<file path="config.mk">
export PLATFORM = sky130hd
export DESIGN_NAME = front_panel_ctrl_flat
export DESIGN_NICKNAME = d
export VERILOG_FILES = /design/src/rtl/panel_pkg.sv /design/src/rtl/front_panel_ctrl_if.sv /design/src/rtl/SevenSegmentDigit.sv /design/src/rtl/key_debounce.sv /design/src/rtl/front_panel_ctrl.sv /design/src/flat_wrapper.sv
export SDC_FILE = /design/constraint.sdc
export NUM_CORES = 1
export LEC_CHECK = 0
export BUFFER_PORTS_ARGS = -buffer_cell sky130_fd_sc_hd__buf_2
export CAP_MARGIN = 20
export CORE_MARGIN = 2
export CORE_UTILIZATION = 51
export DETAILED_ROUTE_END_ITERATION = 10
export GPL_TIMING_DRIVEN = 1
export PLACE_DENSITY = 0.85
export SLEW_MARGIN = 30
export SYNTH_ARGS = -nofsm -noshare
export SYNTH_HDL_FRONTEND = slang
export SYNTH_HIERARCHICAL = 1
export SYNTH_SLANG_ARGS = --single-unit
</file>
<file path="constraint.sdc">
create_clock -name clk -period 2.17 [get_ports clk]
set_input_delay 0.1085 -clock clk [delete_from_list [all_inputs] [get_ports clk]]
set_output_delay 0.1085 -clock clk [all_outputs]
set_load 0.01 [all_outputs]
</file>
<file path="src/rtl/panel_pkg.sv">
// Shared constants and helpers for the front-panel controller.
// Optional build macro used elsewhere: LEADING_ZERO_BLANK_EN.
package panel_pkg;

    localparam int SEG_W    = 7;
    localparam int NIBBLE_W = 4;

    localparam int DEF_DEBOUNCE_CYCLES = 500000;
    localparam int DEF_REFRESH_CYCLES  = 5000000;

    function automatic int ch_width(input int n);
        return (n <= 1) ? 1 : $clog2(n);
    endfunction

endpackage

</file>
<file path="src/rtl/front_panel_ctrl_if.sv">
// Front-panel signal bundle: board side (master) and controller side (slave).
interface front_panel_ctrl_if
    import panel_pkg::*;
#(
    parameter int NUM_KEYS   = 4,
    parameter int NUM_CH     = 4,
    parameter int DATA_W     = 32,
    parameter int NUM_DIGITS = 8
);

    localparam int CH_W = ch_width(NUM_CH);

    logic [NUM_KEYS-1:0]          key_raw_n;
    logic [NUM_CH*DATA_W-1:0]     ch_data;
    logic                         freeze;
    logic [NUM_KEYS-1:0]          key_level;
    logic [NUM_KEYS-1:0]          key_press;
    logic [CH_W-1:0]              ch_sel;
    logic [NUM_DIGITS*SEG_W-1:0]  hex_seg;

    modport master (
        output key_raw_n, ch_data, freeze,
        input  key_level, key_press, ch_sel, hex_seg
    );

    modport slave (
        input  key_raw_n, ch_data, freeze,
        output key_level, key_press, ch_sel, hex_seg
    );

endinterface

</file>
<file path="src/rtl/SevenSegmentDigit.sv">
// Hex nibble to active-low seven-segment pattern {g,f,e,d,c,b,a}.
module SevenSegmentDigit (
    input  logic [3:0] digit,
    input  logic       blank,
    output logic [6:0] seg
);

    logic [6:0] pat;

    always_comb begin
        pat = 7'h7F;
        unique case (digit)
            4'h0: pat = 7'h40;
            4'h1: pat = 7'h79;
            4'h2: pat = 7'h24;
            4'h3: pat = 7'h30;
            4'h4: pat = 7'h19;
            4'h5: pat = 7'h12;
            4'h6: pat = 7'h02;
            4'h7: pat = 7'h78;
            4'h8: pat = 7'h00;
            4'h9: pat = 7'h10;
            4'hA: pat = 7'h08;
            4'hB: pat = 7'h03;
            4'hC: pat = 7'h46;
            4'hD: pat = 7'h21;
            4'hE: pat = 7'h06;
            4'hF: pat = 7'h0E;
        endcase
    end

    assign seg = blank ? 7'h7F : pat;

endmodule

</file>
<file path="src/rtl/key_debounce.sv">
// One push button: 2-FF synchroniser, stability counter, press pulse.
module key_debounce
    import panel_pkg::*;
#(
    parameter int DEBOUNCE_CYCLES = DEF_DEBOUNCE_CYCLES
) (
    input  logic clk,
    input  logic rst_n,
    input  logic raw_n,
    output logic level,
    output logic press
);

    localparam int CNT_W = ch_width(DEBOUNCE_CYCLES);
    localparam logic [CNT_W-1:0] CNT_LAST = CNT_W'(DEBOUNCE_CYCLES - 1);

    logic             sync1_q, sync1_d;
    logic             sync2_q, sync2_d;
    logic             stable_q, stable_d;
    logic             stable_dly_q, stable_dly_d;
    logic [CNT_W-1:0] cnt_q, cnt_d;

    always_comb begin
        sync1_d      = raw_n;
        sync2_d      = sync1_q;
        stable_d     = stable_q;
        stable_dly_d = stable_q;
        cnt_d        = '0;
        // Count only consecutive mismatching cycles; any match restarts
        if (sync2_q != stable_q) begin
            if (cnt_q == CNT_LAST) begin
                stable_d = sync2_q;
            end else begin
                cnt_d = cnt_q + CNT_W'(1);
            end
        end
    end

    always_ff @(posedge clk or negedge rst_n) begin
        if (!rst_n) begin
            sync1_q      <= 1'b1;
            sync2_q      <= 1'b1;
            stable_q     <= 1'b1;
            stable_dly_q <= 1'b1;
            cnt_q        <= '0;
        end else begin
            sync1_q      <= sync1_d;
            sync2_q      <= sync2_d;
            stable_q     <= stable_d;
            stable_dly_q <= stable_dly_d;
            cnt_q        <= cnt_d;
        end
    end

    assign level = ~stable_q;
    assign press = stable_dly_q & ~stable_q;

endmodule

</file>
<file path="src/rtl/front_panel_ctrl.sv">
// Front-panel controller: key debounce, channel paging, hex snapshot display.
// Build macro LEADING_ZERO_BLANK_EN blanks digits above the top nonzero nibble.
module front_panel_ctrl
    import panel_pkg::*;
#(
    parameter int NUM_KEYS        = 4,
    parameter int NUM_CH          = 4,
    parameter int DATA_W          = 32,
    parameter int NUM_DIGITS      = 8,
    parameter int DEBOUNCE_CYCLES = DEF_DEBOUNCE_CYCLES,
    parameter int REFRESH_CYCLES  = DEF_REFRESH_CYCLES,
    parameter int NEXT_KEY        = 1,
    parameter int PREV_KEY        = 2
) (
    input  logic              clk,
    input  logic              rst_n,
    front_panel_ctrl_if.slave pif
);

    localparam int CH_W   = ch_width(NUM_CH);
    localparam int RCNT_W = ch_width(REFRESH_CYCLES);
    localparam int DISP_W = NIBBLE_W * NUM_DIGITS;
    localparam int CP_W   = (DATA_W < DISP_W) ? DATA_W : DISP_W;

    localparam logic [CH_W-1:0]   CH_LAST = CH_W'(NUM_CH - 1);
    localparam logic [RCNT_W-1:0] R_LAST  = RCNT_W'(REFRESH_CYCLES - 1);

    logic [CH_W-1:0]       ch_sel_q, ch_sel_d;
    logic                  load_q, load_d;
    logic [RCNT_W-1:0]     rcnt_q, rcnt_d;
    logic [DISP_W-1:0]     disp_q, disp_d;
    logic                  step_next, step_prev;
    logic                  rcnt_term;
    logic [DATA_W-1:0]     chan_sel;
    logic [DISP_W-1:0]     disp_ext;
    logic [NUM_DIGITS-1:0] blank;

    for (genvar i = 0; i < NUM_KEYS; i++) begin : g_key
        key_debounce #(
            .DEBOUNCE_CYCLES(DEBOUNCE_CYCLES)
        ) u_key (
            .clk   (clk),
            .rst_n (rst_n),
            .raw_n (pif.key_raw_n[i]),
            .level (pif.key_level[i]),
            .press (pif.key_press[i])
        );
    end

    assign step_next = pif.key_press[NEXT_KEY] & ~pif.key_press[PREV_KEY];
    assign step_prev = pif.key_press[PREV_KEY] & ~pif.key_press[NEXT_KEY];
    assign rcnt_term = (rcnt_q == R_LAST);

    always_comb begin
        chan_sel = '0;
        for (int c = 0; c < NUM_CH; c++) begin
            if (ch_sel_q == CH_W'(c)) begin
                chan_sel = pif.ch_data[c*DATA_W +: DATA_W];
            end
        end
    end

    assign disp_ext = DISP_W'(chan_sel[CP_W-1:0]);

    always_comb begin
        ch_sel_d = ch_sel_q;
        if (NUM_CH > 1) begin
            if (step_next) begin
                ch_sel_d = (ch_sel_q == CH_LAST) ? '0
                                                 : ch_sel_q + CH_W'(1);
            end else if (step_prev) begin
                ch_sel_d = (ch_sel_q == '0) ? CH_LAST
                                            : ch_sel_q - CH_W'(1);
            end
        end
        load_d = (ch_sel_d != ch_sel_q);

        rcnt_d = rcnt_q + RCNT_W'(1);
        if (load_d || rcnt_term) begin
            rcnt_d = '0;
        end

        // A page change overrides freeze so the new channel shows at once
        disp_d = disp_q;
        if (load_q) begin
            disp_d = disp_ext;
        end else if (rcnt_term && !pif.freeze) begin
            disp_d = disp_ext;
        end
    end

    always_ff @(posedge clk or negedge rst_n) begin
        if (!rst_n) begin
            ch_sel_q <= '0;
            load_q   <= 1'b0;
            rcnt_q   <= '0;
            disp_q   <= '0;
        end else begin
            ch_sel_q <= ch_sel_d;
            load_q   <= load_d;
            rcnt_q   <= rcnt_d;
            disp_q   <= disp_d;
        end
    end

`ifdef LEADING_ZERO_BLANK_EN
    always_comb begin
        logic seen;
        seen  = 1'b0;
        blank = '0;
        for (int k = NUM_DIGITS - 1; k > 0; k--) begin
            seen     = seen | (|disp_q[k*NIBBLE_W +: NIBBLE_W]);
            blank[k] = ~seen;
        end
    end
`else
    assign blank = '0;
`endif

    for (genvar k = 0; k < NUM_DIGITS; k++) begin : g_dig
        SevenSegmentDigit u_seg (
            .digit (disp_q[k*NIBBLE_W +: NIBBLE_W]),
            .blank (blank[k]),
            .seg   (pif.hex_seg[k*SEG_W +: SEG_W])
        );
    end

    assign pif.ch_sel = ch_sel_q;

endmodule

</file>
<file path="src/flat_wrapper.sv">
// flat-port wrapper written by rule: the top's interface ports become plain ports
module front_panel_ctrl_flat import panel_pkg::*;
#(
    parameter int NUM_KEYS        = 4,
    parameter int NUM_CH          = 4,
    parameter int DATA_W          = 32,
    parameter int NUM_DIGITS      = 8,
    parameter int DEBOUNCE_CYCLES = DEF_DEBOUNCE_CYCLES,
    parameter int REFRESH_CYCLES  = DEF_REFRESH_CYCLES,
    parameter int NEXT_KEY        = 1,
    parameter int PREV_KEY        = 2
)
  (clk, rst_n, pif_key_raw_n, pif_ch_data, pif_freeze, pif_key_level, pif_key_press, pif_ch_sel, pif_hex_seg);
  front_panel_ctrl_if #(.NUM_KEYS(NUM_KEYS), .NUM_CH(NUM_CH), .DATA_W(DATA_W), .NUM_DIGITS(NUM_DIGITS)) pif_i ();
  input  logic clk;
  input  logic rst_n;
  input wire logic [$bits(pif_i.key_raw_n)-1:0] pif_key_raw_n;
  input wire logic [$bits(pif_i.ch_data)-1:0] pif_ch_data;
  input wire logic [$bits(pif_i.freeze)-1:0] pif_freeze;
  output wire logic [$bits(pif_i.key_level)-1:0] pif_key_level;
  output wire logic [$bits(pif_i.key_press)-1:0] pif_key_press;
  output wire logic [$bits(pif_i.ch_sel)-1:0] pif_ch_sel;
  output wire logic [$bits(pif_i.hex_seg)-1:0] pif_hex_seg;
  assign pif_i.key_raw_n = pif_key_raw_n;
  assign pif_i.ch_data = pif_ch_data;
  assign pif_i.freeze = pif_freeze;
  assign pif_key_level = pif_i.key_level;
  assign pif_key_press = pif_i.key_press;
  assign pif_ch_sel = pif_i.ch_sel;
  assign pif_hex_seg = pif_i.hex_seg;
  front_panel_ctrl #(.NUM_KEYS(NUM_KEYS), .NUM_CH(NUM_CH), .DATA_W(DATA_W), .NUM_DIGITS(NUM_DIGITS), .DEBOUNCE_CYCLES(DEBOUNCE_CYCLES), .REFRESH_CYCLES(REFRESH_CYCLES), .NEXT_KEY(NEXT_KEY), .PREV_KEY(PREV_KEY)) u_core (.clk(clk), .rst_n(rst_n), .pif(pif_i));
endmodule
</file>
# After elaboration in Yosys (flattened, before gate mapping)
# Memory sizes are Yosys's and may differ from the RTL's.
# Index checks and enable logic that the tools add are counted.
# totals
reg_bits	150
romBits	896
input_bits	135
out_inout_bits	66
word_cells	92
n_memories	8
# memory_table
name	words	word_bits	read_ports	rd_ports_with_merged_regs	write_ports	line_no	rtl
(no name shown)	16	7	1	0	0	SevenSegmentDigit.sv:12	unique case (digit)
(no name shown)	16	7	1	0	0	SevenSegmentDigit.sv:12	
(no name shown)	16	7	1	0	0	SevenSegmentDigit.sv:12	
(no name shown)	16	7	1	0	0	SevenSegmentDigit.sv:12	
(no name shown)	16	7	1	0	0	SevenSegmentDigit.sv:12	
(no name shown)	16	7	1	0	0	SevenSegmentDigit.sv:12	
2 more memories	n/a	n/a	n/a	n/a	n/a	n/a	
# classes
n_addsub	7
eq_ne	13
mux	19
n_bitwise	12
n_reduce_logical	9
# ops
cell	count
$mux W32	6
$mux W19	8
$add A19 B1 Y19 const B	4
$eq A19 B19 Y1 const B	4
$add A23 B1 Y23 const B	1
$eq A23 B23 Y1 const B	1
$mux W23	1
$mux W2	4
$reduce_and A2 Y1	4
$and A1 B1 Y1	6
$not A1 Y1	6
$eq A2 B2 Y1 const B	2
$ne A1 B1 Y1	4
$add A2 B1 Y2 const B	1
$eq A2 B1 Y1 const B	1
$logic_not A2 Y1	1
$ne A2 B2 Y1	1
$reduce_bool A2 Y1	1
$sub A2 B1 Y2 const B	1
$logic_and A1 B1 Y1	1
$logic_not A1 Y1	1
$logic_or A1 B1 Y1	1

# Longest topological paths before layout
# Gate-level depths: netlist of the first run.
# depth
depth_word	9
mapped_depth	9

# By module
# The synthesis of the first run kept the hierarchy.
# modules_own_cells
module	instances	cells_each	area_per_inst_um2	seq_area_each_um2
key_debounce	4	108	1074.8	580.6
front_panel_ctrl	1	363	3617.2	1451.4
SevenSegmentDigit	8	35	299.0	0.0

# Worst setup path after synthesis of the first run
# No wires, ideal clock.
# synth_path
path_kind	register to register
start	reg u_core.ch_sel_q[0], in the netlist u_core/pif.ch_sel[0]
end	reg u_core.rcnt_q[2]
setup_time_ns	0.136
arrival_time_ns	1.961
path_slack_ns	0.072
path_stages_with_launch	8
n_path_buf	1
period_less_slack_ns	2.098
path_cell_list	dfrtp_1 > inv_1 > ha_1 > xor2_1 > and3_1 > o22ai_1 > clkbuf_1 > nor3_1
# synth_between
elab_chain_len	7
# synth_rtl
element	line_no	rtl
start, declared	front_panel_ctrl.sv:28	logic [CH_W-1:0] ch_sel_q, ch_sel_d;
start signal, assigned	front_panel_ctrl.sv:99	ch_sel_q <= ch_sel_d;
$sub A2 B1 Y2 / $logic_not A2 Y1 (equally long branches)	front_panel_ctrl.sv:73, front_panel_ctrl.sv:72	
$mux W2	front_panel_ctrl.sv:72	ch_sel_d = (ch_sel_q == '0) ? CH_LAST
$mux W2	front_panel_ctrl.sv:71	end else if (step_prev) begin
$mux W2	front_panel_ctrl.sv:68	if (step_next) begin
$ne A2 B2 Y1 (*)	front_panel_ctrl.sv:76	load_d = (ch_sel_d != ch_sel_q);
$logic_or A1 B1 Y1 (*)	front_panel_ctrl.sv:79	if (load_d || rcnt_term) begin
$mux W23 (*)	front_panel_ctrl.sv:79	
net u_core.rcnt_d[2]	front_panel_ctrl.sv:30	logic [RCNT_W-1:0] rcnt_q, rcnt_d;
end signal, assigned	front_panel_ctrl.sv:101	rcnt_q <= rcnt_d;
end, declared	front_panel_ctrl.sv:30	
# Mark *: on every way through the listed nets, which the timed path passes. The rest lies on a longest branch.
# A chain may end at the register's enable or synchronous reset.

# Final worst setup path of the first run
# layout_path
start	reg u_core.rcnt_q[12]
end	reg u_core.disp_q[2]
# layout_between
elab_chain_len	3
# layout_rtl
element	line_no	rtl
$eq A23 B23 Y1	front_panel_ctrl.sv:52	assign rcnt_term = (rcnt_q == R_LAST);
$logic_and A1 B1 Y1	front_panel_ctrl.sv:87	end else if (rcnt_term && !pif.freeze) begin
$reduce_bool A2 Y1 (no line)	n/a	
end signal, assigned	front_panel_ctrl.sv:102	disp_q <= disp_d;
end, declared	front_panel_ctrl.sv:31	logic [DISP_W-1:0] disp_q, disp_d;
# Every way passes these cells.

==> results of run 1 <==
==> logic make-up after synthesis <==
kind of cell	share of synthesized area
mux	0.0857
xor+xnor	0.0561
simple gates	0.216
flops	0.366
compound gates	0.142
buf+inv	0.0546
other cells	0.000364
fa+ha+maj	0.0789
==> power breakdown <==
part / internal (W) / switching (W)
registers: 0.00283 / 0.0000245
logic: 0.000212 / 0.000241
clock network: 0.00181 / 0.00117
total: 0.00485 / 0.00144
==> critical path: stages, from the launching register on <==
cell       delay [ns]
dfrtp_1          0.38
nand4b_1         0.17
or4_4            0.46
o41ai_4          0.30
buf_4            0.21
clkbuf_16        0.19
mux2_2           0.34
==> routing by layer <==
layer	up-vias	share of wire	GRT usage
met2	266	0.51	0.426
met1	4382	0.42	0.287
met4	0	0.016	0.0607
li1	4420	-	-
met3	30	0.055	0.0419
met5	-	0	0
==> sequential cells by signal, summed over array words and instances, names as in the netlist <==
register	flops
u_core/load_q	1
u_core/g_key.u_key/sync2_q	4
u_core/rcnt_q	23
u_core/disp_q	32
u_core/g_key.u_key/cnt_q	76
u_core/pif.ch_sel	2
u_core/g_key.u_key/stable_dly_d	4
u_core/g_key.u_key/stable_dly_q	4
u_core/g_key.u_key/sync1_q	4
==> area by class of cell <==
cell class / instances / area [um^2] / share of cell area
antenna: 3 / 7.51 / 0.000591
clock buffer: 17 / 425 / 0.0335
clock inverter: 15 / 181 / 0.0143
inverter: 52 / 203 / 0.0159
multi-input combinational: 870 / 6200 / 0.487
sequential: 150 / 3790 / 0.298
tap: 270 / 338 / 0.0266
timing repair buffer: 259 / 1570 / 0.124
==> through the flow <==
step / hold slack, ns / power (W) / instances
2_1_floorplan: -0.187 / 0.00307 / 1130
3_5_place_dp: 0.105 / 0.00335 / 1579
3_3_place_gp: 0.0998 / 0.00334 / 1579
5_1_grt: 0.0358 / 0.00654 / 1633
4_1_cts: 0.0116 / 0.00635 / 1621
6_report: 0.0212 / 0.00629 / 1636
==> worst min-delay path by stage <==
stage / startpoint / endpoint / slack, ns
finish: pif_ch_data[97] / u_core/disp_q[1] / 0.02
detailed placement: rst_n / u_core/g_key[3].u_key/cnt_q[2] / 0.11
global route: pif_ch_data[97] / u_core/disp_q[1] / 0.04
CTS: pif_ch_data[97] / u_core/disp_q[1] / 0.01
floorplan: rst_n / u_core/disp_q[0] / -0.19
global placement: rst_n / u_core/g_key[3].u_key/cnt_q[2] / 0.1
==> synth_stat cells (all sizes together), types with 8 or more instances <==
cell type	instances
dfrtp	134
nor2	89
nand2	80
ha	65
nor2b	57
inv	52
mux2	52
o31ai	41
xnor2	37
clkbuf	33
a221oi	32
nor3	32
nand3	31
nand4	30
xor2	29
mux2i	26
buf	25
a21oi	21
nand2b	18
a221o	16
a32oi	16
dfstp	16
nor4	16
o21ai	16
and3	15
or4	15
or3	11
a211o	8
a211oi	8
a311o	8
a31o	8
and4	8
o221ai	8
or2	8
==> timing repair <==
action / 4_1_cts / 5_1_grt
setup endpoints to repair: 12 / 23
cloned: 0 / 1
buffers inserted: 5 / 11
hold buffers: 5 / 0
endpoints found under the hold margin: 50 / 0
gates resized for setup: 16 / 17
pin swaps: 0 / 2
==> results_dict.tcl, run 1 <==
set metrics [dict create \
    vias 9098 \
    slew_headroom 0.621 \
    grt_pass1_wl_um 41400 \
    hold_viol_final 0 \
    async_reset_ff_frac 1.00 \
    r2r_end "u_core/disp_q[2]" \
    root_buffer "clkbuf_16" \
    synth_edf_count 0 \
    rows 52 \
    crit_required_ns 2.48 \
    slew_violations 0 \
    yosys_register_bits 150 \
    fp.dieArea_mm2 0.0214 \
    die_h_um 146 \
    syn_to_final_growth_pct 23.3 \
    drc 0 \
    critical_path_class "flop to flop" \
    overflow 0 \
    setup_viol 0 \
    reg2reg_depth 6 \
    cp-startpoint "u_core/rcnt_q[12]" \
    cp-endpoint "u_core/disp_q[2]" \
    synthFlopType "dfrtp_1" \
    yosysTopAreaCell "dfrtp_1" \
    postPlaceCellArea_mm2 0.0119 \
    tns_ns 0 \
    critPathArrivalTime_ns 2.46 \
    h-tree-depth 4 \
    worst_ir_drop_vdd_uv 510 \
    dr.pass1.iters 5 \
    place_congestion 0.853 \
    drive_gt1_frac 0.296 \
    grt_pass1_vias 8685 \
    min_path_type "input pin to flop" \
    fin_ws_ns 0.0208 \
    cts_buffer_depth 2 \
    leakage_nw 5.58 \
    drtAntennaViolNets 0 \
    dieWidth_um 146 \
    hpwl_um 18600 \
    avgViaCountPerCell 5.56 \
    wirelength_um 25600 \
    fin_nets 1550 \
    start_util 0.514 \
    ys_top_cells_by_area "dfrtp_1 (33%), ha_1 (7.9%), dfstp_2 (4.1%)" \
    synth_cell_type_count 51 \
    numCtsBuffers 17 \
    crit_path_end_kind "flop" \
    cts_sinks 150 \
    reg2reg_slack_ns 0.02 \
    fin_crit_sh 0.990 \
    post-route-util 0.634 \
    ys_warn_count 6 \
    start_kind "flop" \
    rsz0062_at_grt "yes" \
    synth.avg_cell_area_um2 9.59 \
    tritoncts "yes" \
    crit_fanout 12 \
    yosysTopAreaCellShare 0.325 \
    fp.coreArea_mm2 0.0200 \
    io_pins 201 \
    insertion_delay_ns 0.42 \
    outcome "completed" \
    final_cell_mix "buf_2 (199), dfrtp_1 (122), nor2_1 (89)" \
    grt_use_total 0.234 \
    design_area_mm2 0.0127 \
    synth-seq-area-share 0.366 \
    hold_depth 4 \
    netlist_area_mm2 0.0103 \
    worst_clock_skew_ns 0.00668 \
    fillerInstances 1652 \
    drv_cap 0 \
    detail_route.wl_per_cell_um 15.6 \
    power.density_mw_per_mm2 495 \
    tightest_slew_ns 0.563 \
    final_common_cell "buf_2" \
    dp_slack_ns 0.0466 \
    rr_startpoint "u_core/rcnt_q[12]" \
    synthCells 1075 \
    place.port_buffers 200 \
    fmax_mhz 465 \
    clk_pin_slew_ns 0.06 \
    drtIter0Drc 473 \
    grt_antenna_before_repair 1 \
    grt_start_max_net_pins 65 \
    period_minus_slack_ns 2.15 \
]
No activity file was read; power rests on OpenSTA's default activity.
==> inputs of run 2 (changes only) <==
BUFFER_PORTS_ARGS = default   (was -buffer_cell sky130_fd_sc_hd__buf_2)
CORE_UTILIZATION = 59   (was 51)
DONT_BUFFER_PORTS = 1   (was default)
==> results_dict.tcl, run 2 (synthesis results as in run 1) <==
set metrics [dict create \
    syn_to_final_growth_pct 15.2 \
    power.density_mw_per_mm2 502 \
    final_cell_mix "dfrtp_1 (119), nor2_1 (89), nand2_1 (72)" \
    start_kind "flop" \
    crit_fanout 8 \
    internal_power_w 0.00447 \
    numCtsBuffers 17 \
    fp.coreArea_mm2 0.0172 \
    detail_route.wl_per_cell_um 17.7 \
    io_pins 201 \
    p_comb_frac 0.047 \
    grt_antenna_before_repair 0 \
    dr.pass1.iters 6 \
    rsz0062_at_grt "yes" \
    dp_slack_ns -0.0497 \
    tns_ns 0 \
    drc 0 \
    worst_clock_skew_ns 0.00886 \
    outcome "complete, but fails checks" \
    grt_start_max_net_pins 151 \
    fin_ws_ns 0.00314 \
    reg2reg_depth 6 \
    drive_gt1_frac 0.164 \
    reg_top3 "u_core/g_key.u_key/cnt_q x76, u_core/disp_q x32, u_core/rcnt_q x23" \
    crit_path_end_kind "flop" \
    cts_buffer_depth 2 \
    p_sw_w 0.00148 \
    drv_cap 0 \
    tightest_slew_ns 0.635 \
    fin_nets 1376 \
    reg2reg_slack_ns 0.003 \
    design_area_mm2 0.0119 \
    drtAntennaViolNets 0 \
    cts_sinks 150 \
    n_antenna_cell 0 \
    sw_frac_of_total 0.249 \
    hold_buffers 35 \
    hpwl_um 16900 \
    start_util 0.600 \
    worst_ir_drop_vdd_uv 804 \
    p_clk_frac 0.474 \
    seq_power_share 0.479 \
    slew_headroom 0.584 \
    overflow 0 \
    insertion_delay_ns 0.42 \
    avgViaCountPerCell 6.00 \
    crit_required_ns 2.48 \
    rows 48 \
    root_buffer "clkbuf_16" \
    setup_viol 0 \
    place_congestion 0.856 \
    period_minus_slack_ns 2.17 \
    die_h_um 136 \
    r2r_end "u_core/disp_q[26]" \
    fmax_mhz 461 \
    largest_reg_flops 76 \
    min_path_type "input pin to async pin" \
    final_common_cell "dfrtp_1" \
    fp.dieArea_mm2 0.0185 \
    tritoncts "yes" \
    dieWidth_um 136 \
    leakage_nw 4.88 \
    slew_violations 0 \
    grt_pass1_wl_um 38400 \
    grt_pass1_vias 8057 \
    holdWs_ns -0.622 \
    regMostFlops "u_core/g_key.u_key/cnt_q" \
    place.port_buffers 0 \
    critPathArrivalTime_ns 2.48 \
    vias 8491 \
    h-tree-depth 4 \
    grt_use_total 0.260 \
    violations "hold timing" \
    fin_crit_sh 0.999 \
    wirelength_um 25000 \
    rr_startpoint "u_core/rcnt_q[12]" \
    clk_pin_slew_ns 0.07 \
    hold_viol_final 150 \
    postPlaceCellArea_mm2 0.0108 \
    critical_path_class "flop to flop" \
    drtIter0Drc 408 \
]
-- run 2: per-layer routing --
metal,GRT usage,part of all wire,vias to the layer above
li1,-,-,4065
met4,0.116,0.037,0
met3,0.0694,0.078,56
met5,0,0,-
met2,0.455,0.49,307
met1,0.297,0.39,4063
-- run 2: stage by stage --
step / utilization / instances / total power [W]
final: 0.691 / 1414 / 0.00596
after CTS: 0.682 / 1400 / 0.00602
after floorplan: - / 1130 / 0.00307
after global placement: 0.627 / 1333 / 0.00312
after detailed placement: 0.627 / 1333 / 0.00312
after global routing: 0.691 / 1414 / 0.00618
-- run 2: worst max-delay path by stage --
stage,start,to,depth (start not counted)
after floorplan,u_core/pif.ch_sel[0],u_core/rcnt_q[2],7
after global placement,u_core/pif.ch_sel[0],u_core/disp_q[31],7
after detailed placement,u_core/pif.ch_sel[0],u_core/disp_q[22],7
after CTS,u_core/disp_q[4],pif_hex_seg[8],4
after global routing,u_core/rcnt_q[2],u_core/disp_q[26],6
final,u_core/rcnt_q[12],u_core/disp_q[26],6
-- run 2: cell type report --
class                           instances  area (um^2)
Sequential cell                       150         3790
Clock inverter                         15          138
Timing Repair Buffer                   85          823
Inverter                               52          195
Multi-Input combinational cell        870         6220
Tap cell                              225          282
Fill cell                            1243         5310
Clock buffer                           17          425
-- run 2: power groups by stage --
stage | combinational (W) | sequential, W | clock, W
2_1_floorplan | 0.000173 | 0.00290 | 0
5_1_grt | 0.000309 | 0.00286 | 0.00301
3_3_place_gp | 0.000215 | 0.00290 | 0
3_5_place_dp | 0.000220 | 0.00290 | 0
6_report | 0.000281 | 0.00285 | 0.00282
4_1_cts | 0.000275 | 0.00285 | 0.00289
-- run 2: what timing repair did --
action	in CTS	in global routing
gates cloned	0	2
gates resized for setup	12	15
setup endpoints to repair	32	31
buffers inserted	0	12
endpoints found under the hold margin	185	150
-- run 2: worst max-delay path, stage by stage (launching register included) --
cell	delay, ns
dfrtp_1	0.37
nand4b_1	0.17
or4_4	0.45
o41ai_4	0.36
buf_4	0.22
buf_12	0.16
mux2_2	0.34
